File: config.mk
export PLATFORM = sky130hd
export DESIGN_NAME = huff_bit_serializer
export DESIGN_NICKNAME = d
export VERILOG_FILES = /design/src/rtl/huff_bit_serializer.sv
export SDC_FILE = /design/constraint.sdc
export NUM_CORES = 1
export LEC_CHECK = 0
export BUFFER_PORTS_ARGS = -buffer_cell sky130_fd_sc_hd__buf_2
export CAP_MARGIN = 0
export CORE_MARGIN = 4
export CORE_UTILIZATION = 55
export DETAILED_ROUTE_END_ITERATION = 8
export HOLD_SLACK_MARGIN = 0.06
export PLACE_DENSITY = 0.73
export SLEW_MARGIN = 20
export SYNTH_ARGS = -nofsm -noshare
export SYNTH_HDL_FRONTEND = slang
export SYNTH_SLANG_ARGS = --single-unit
File: constraint.sdc
create_clock -name clk -period 4.5 [get_ports clk]
set_clock_uncertainty 0.2 [all_clocks]
set_input_delay 0.225 -clock clk [delete_from_list [all_inputs] [get_ports clk]]
set_output_delay 0.225 -clock clk [all_outputs]
set_load 0.02 [all_outputs]
File: src/rtl/huff_bit_serializer.sv
// Huffman codeword parallel-to-serial stage: buffers {code,len} pairs in a small
// FIFO and shifts them out one bit per handshake, flagging first/last bits.
module huff_bit_serializer #(
  parameter int MAX_LEN    = 16,
  parameter int LEN_W      = 5,
  parameter int FIFO_DEPTH = 4,
  parameter int MSB_FIRST  = 1
) (
  input  logic               clk,
  input  logic               rst_n,
  input  logic               in_valid,
  output logic               in_ready,
  input  logic [MAX_LEN-1:0] in_code,
  input  logic [LEN_W-1:0]   in_len,
  output logic               out_valid,
  input  logic               out_ready,
  output logic               out_bit,
  output logic               out_first,
  output logic               out_last,
  output logic               busy,
  output logic               err_len
);

  localparam int PTR_W = (FIFO_DEPTH > 1) ? $clog2(FIFO_DEPTH) : 1;
  localparam int CNT_W = $clog2(FIFO_DEPTH + 1);

  typedef enum logic {IDLE, SHIFT} state_t;

  logic [MAX_LEN-1:0] r_mem_code [FIFO_DEPTH];
  logic [LEN_W-1:0]   r_mem_len  [FIFO_DEPTH];
  logic [PTR_W-1:0]   r_wr_ptr;
  logic [PTR_W-1:0]   r_rd_ptr;
  logic [CNT_W-1:0]   r_count;
  state_t             r_state;
  state_t             w_state_nxt;
  logic [MAX_LEN-1:0] r_shift;
  logic [LEN_W-1:0]   r_cnt;
  logic               r_first;
  logic               r_err;

  logic               w_legal;
  logic               w_fifo_full;
  logic               w_fifo_empty;
  logic               w_push;
  logic               w_pop;
  logic               w_out_xfer;
  logic               w_bit;
  logic [MAX_LEN-1:0] w_head_code;
  logic [LEN_W-1:0]   w_head_len;

  // Place the codeword so the bit to send next always sits at the output tap.
  function automatic logic [MAX_LEN-1:0] align_code(input logic [MAX_LEN-1:0] code,
                                                    input logic [LEN_W-1:0]   len);
    logic [LEN_W-1:0] lsh;
    lsh = LEN_W'(MAX_LEN) - len;
    if (MSB_FIRST != 0) align_code = code << lsh;
    else                align_code = code;
  endfunction

  function automatic logic [MAX_LEN-1:0] advance(input logic [MAX_LEN-1:0] sh);
    if (MSB_FIRST != 0) advance = sh << 1;
    else                advance = sh >> 1;
  endfunction

  assign w_legal      = (in_len != '0) && (in_len <= LEN_W'(MAX_LEN));
  assign w_fifo_full  = (r_count == CNT_W'(FIFO_DEPTH));
  assign w_fifo_empty = (r_count == '0);
  assign w_push       = in_valid && !w_fifo_full && w_legal;
  assign w_out_xfer   = (r_state == SHIFT) && out_ready;
  // Reload on the last bit's handshake keeps the stream gapless.
  assign w_pop        = !w_fifo_empty &&
                        ((r_state == IDLE) || (w_out_xfer && (r_cnt == '0)));
  assign w_head_code  = r_mem_code[r_rd_ptr];
  assign w_head_len   = r_mem_len[r_rd_ptr];
  assign w_bit        = (MSB_FIRST != 0) ? r_shift[MAX_LEN-1] : r_shift[0];

  always_ff @(posedge clk or negedge rst_n) begin
    if (!rst_n) r_state <= IDLE;
    else        r_state <= w_state_nxt;
  end

  always_comb begin
    w_state_nxt = r_state;
    case (r_state)
      IDLE:    if (!w_fifo_empty) w_state_nxt = SHIFT;
      SHIFT:   if (w_out_xfer && (r_cnt == '0) && w_fifo_empty) w_state_nxt = IDLE;
      default: w_state_nxt = IDLE;
    endcase
  end

  always_ff @(posedge clk) begin
    if (w_push) begin
      r_mem_code[r_wr_ptr] <= in_code;
      r_mem_len[r_wr_ptr]  <= in_len;
    end
  end

  always_ff @(posedge clk or negedge rst_n) begin
    if (!rst_n) begin
      r_wr_ptr <= '0;
      r_rd_ptr <= '0;
      r_count  <= '0;
      r_shift  <= '0;
      r_cnt    <= '0;
      r_first  <= 1'b0;
      r_err    <= 1'b0;
    end else begin
      r_err <= in_valid && !w_fifo_full && !w_legal;
      if (w_push) r_wr_ptr <= r_wr_ptr + PTR_W'(1);
      if (w_pop)  r_rd_ptr <= r_rd_ptr + PTR_W'(1);
      case ({w_push, w_pop})
        2'b10:   r_count <= r_count + CNT_W'(1);
        2'b01:   r_count <= r_count - CNT_W'(1);
        default: r_count <= r_count;
      endcase
      if (w_pop) begin
        r_shift <= align_code(w_head_code, w_head_len);
        r_cnt   <= w_head_len - LEN_W'(1);
        r_first <= 1'b1;
      end else if (w_out_xfer && (r_cnt != '0)) begin
        r_shift <= advance(r_shift);
        r_cnt   <= r_cnt - LEN_W'(1);
        r_first <= 1'b0;
      end
    end
  end

  assign in_ready  = !w_fifo_full;
  assign out_valid = (r_state == SHIFT);
  assign out_bit   = out_valid && w_bit;
  assign out_first = out_valid && r_first;
  assign out_last  = out_valid && (r_cnt == '0);
  assign busy      = !w_fifo_empty || out_valid;
  assign err_len   = r_err;

endmodule

==> results_dict.tcl <==
set metrics [dict create \
    groute.usage.overall 0.2089 \
    clock_path_buffers 2 \
    drc 0 \
    synthCells 389 \
    cts_resized 0 \
    clockRootBuffer "clkbuf_8" \
    rsz0062_at_grt "false" \
    finalWirelength_um 11050 \
    required_ps 4690 \
    antenna_found_initial 0 \
    rows 36 \
    avgSynthCellArea_um2 14.31 \
    grt_pass1_vias 3444 \
    clkSlewWorstSetupHoldPaths_ps 60 \
    layout_common_cells "84 x edfxtp_1, 31 x nor2_1, 31 x dfrtp_1, 31 x buf_2, 25 x dlygate4sd3_1" \
    power_uw 4591 \
    initialDrtViolationCount 211 \
    final_common_cell "edfxtp_1" \
    dieArea_mm2 0.01179 \
    htreeDepth 4 \
    ys_ff_latch 115 \
    ys_warn_count 0 \
    period_share 0.8366 \
    fmax_mhz 265.6 \
    drive_gt1_frac 0.2451 \
    via_per_inst 5.645 \
    leakagePower_uw 0.002420 \
    cp_slowest_stage_delay_ps 620 \
    fin_nets 481 \
    synth-edff-count 84 \
    ys_async_sr_fraction 0.2696 \
    grt.overflow.total 0 \
    die-width_um 108.6 \
    cp_max_fo 23 \
    vias 3353 \
    relSlewSlack 0.3102 \
    outcome "complete, no violations" \
    drv_cap 0 \
    hold_path_class "primary input to async pin" \
    io_buffers 31 \
    utilization 0.6757 \
    grt_pass1_wl_um 18290 \
    critPathArrivalTime_ps 3950 \
    ios 32 \
    cts.sinks 115 \
    drv_slew 0 \
    grt_max_degree 32 \
    gp_routability_congestion 0.8636 \
    critPathKind "flip-flop to flip-flop" \
    synth_area_mm2 0.005565 \
    cp_common_cell "inv_1" \
    start_util 0.5668 \
    ant_nets 0 \
    synth-seq-area-share 0.5926 \
    setup_viol 0 \
    worstSetupEndpointType "flip-flop" \
    start_kind "flip-flop" \
    layoutNonFillerInstCount 594 \
    power_density_mw_per_mm2 692.0 \
    core-area_mm2 0.009819 \
    fp.dieH_um 108.6 \
    dr.pass1.iters 4 \
    tightest_slew_ps 1035 \
    critPathBufInv 3 \
    crit_family "multiplexers" \
    fin_hold_ws_ps 107.7 \
    crit_path_start "r_rd_ptr[0]" \
    synth-main-ff-cell "edfxtp_1" \
    syn_to_final_growth_pct 19.22 \
    wl_per_cell_um 18.60 \
    finalSetupTns_ps 0 \
    cts_tree "done" \
    clock_latency_ps 520 \
    cts_buffers 17 \
    synth.net_count 422 \
    dp.final_hpwl_um 6802 \
    yosysUniqueCellTypes 55 \
    path_cells "buf_4, mux4_2, inv_1, ha_1, inv_1, mux4_1, nand2_1, o21ai_0, a222oi_1, a21oi_1" \
    cp_slowest_cell "mux4_1" \
    fin_crit_ps 3765 \
    reg2reg_from "r_rd_ptr[0]" \
    hold_viol_final 0 \
    ir_drop_v 0.0003371 \
    dp.cells 537 \
    antenna_cells 0 \
]
## worst reg2reg max path, cell delays in order (launching register included)
cell	delay (ps)
dfrtp_1	390
buf_4	390
mux4_2	610
inv_1	100
ha_1	360
inv_1	420
mux4_1	620
nand2_1	80
o21ai_0	80
a222oi_1	270
a21oi_1	110
## cells in the mapped netlist (4+ instances only)
cell type	n	area (um^2)
edfxtp_1	84	2522
dfrtp_1	31	775.7
nor2_1	31	116.4
nand2_1	23	86.33
a21oi_1	22	110.1
o21ai_0	18	90.09
mux4_2	17	382.9
inv_1	14	52.55
mux2i_1	14	140.1
mux2_2	11	123.9
clkbuf_1	9	33.78
mux4_1	9	236.5
xnor2_1	8	70.07
and2_1	7	43.79
ha_1	7	87.58
buf_2	6	30.03
a22oi_1	5	37.54
nor3_1	5	25.02
nand3_1	4	20.02
o21ai_1	4	20.02
o22ai_1	4	25.02
xor2_1	4	35.03
## flip-flops by register name (all words and copies together) (netlist names)
name and cells:
err_len 1, out_valid 1, r_cnt 5, r_count 3, r_first 1, r_mem_code 64
r_mem_len 20, r_rd_ptr 2, r_shift 16, r_wr_ptr 2
## stage by stage
| stage | setup WS, ps | cell area, um^2 |
|---|---|---|
| 6_report | 735.5 | 6635 |
| 5_1_grt | 463.7 | 6635 |
| 4_1_cts | 732.0 | 6633 |
| 3_5_place_dp | 763.5 | 5809 |
| 3_3_place_gp | 844.6 | 5794 |
| 2_1_floorplan | 1447 | 5565 |
## layout make-up
class / count / area [um^2]
Inverter: 16 / 60.06
Clock buffer: 17 / 414.1
Timing Repair Buffer: 61 / 450.4
Fill cell: 699 / 3184
Tap cell: 133 / 166.4
Multi-Input combinational cell: 237 / 2087
Sequential cell: 115 / 3298
Clock inverter: 15 / 158.9
## path summary, 6_finish.rpt
| kind | slack (ps) | cells past startpoint | endpoint |
|---|---|---|---|
| max in group asynchronous | 3530 | 2 | r_shift[13] |
| min in group clk | 260 | 2 | r_mem_code[3][6] |
| setup reg to reg | 740 | 10 | r_shift[14] |
| setup / recovery | 740 | 10 | r_shift[14] |
| hold / removal | 110 | 2 | r_count[0] |
| hold reg to reg | 260 | 2 | r_first |
## report_power, final
| part | total, uW | switching, uW | internal, uW |
|---|---|---|---|
| clock network | 1290 | 573 | 715 |
| logic | 1860 | 1020 | 835 |
| registers | 1450 | 106 | 1340 |
| total | 4590 | 1700 | 2890 |
## what timing repair did
item                      4_1_cts  5_1_grt
hold buffers                   25        0
buffers inserted                0        0
hold endpoints to repair      122        0
## metal layers
metal / track usage / vias to the layer above / share of wire
met5: 0 / - / 0
met4: 0.06763 / 0 / 0.0098
met3: 0.05194 / 13 / 0.041
met2: 0.3407 / 86 / 0.51
met1: 0.2775 / 1646 / 0.44
li1: - / 1608 / -
## logic make-up (layout without fill, tap and decap cells)
kind of cell               count (synthesis)  in the layout  synth area share
DFF                                      115            115            0.5926
and+or+nand+nor                           89             89           0.08004
AOI/OAI and AO/OA                         68             68           0.07262
muxes                                     57             57            0.1729
buffers and inverters                     37            109           0.03282
xor gates and xnor gates                  15             15           0.02968
adders and majority gates                  8              8           0.01933
(Power assumes the default switching activity.)
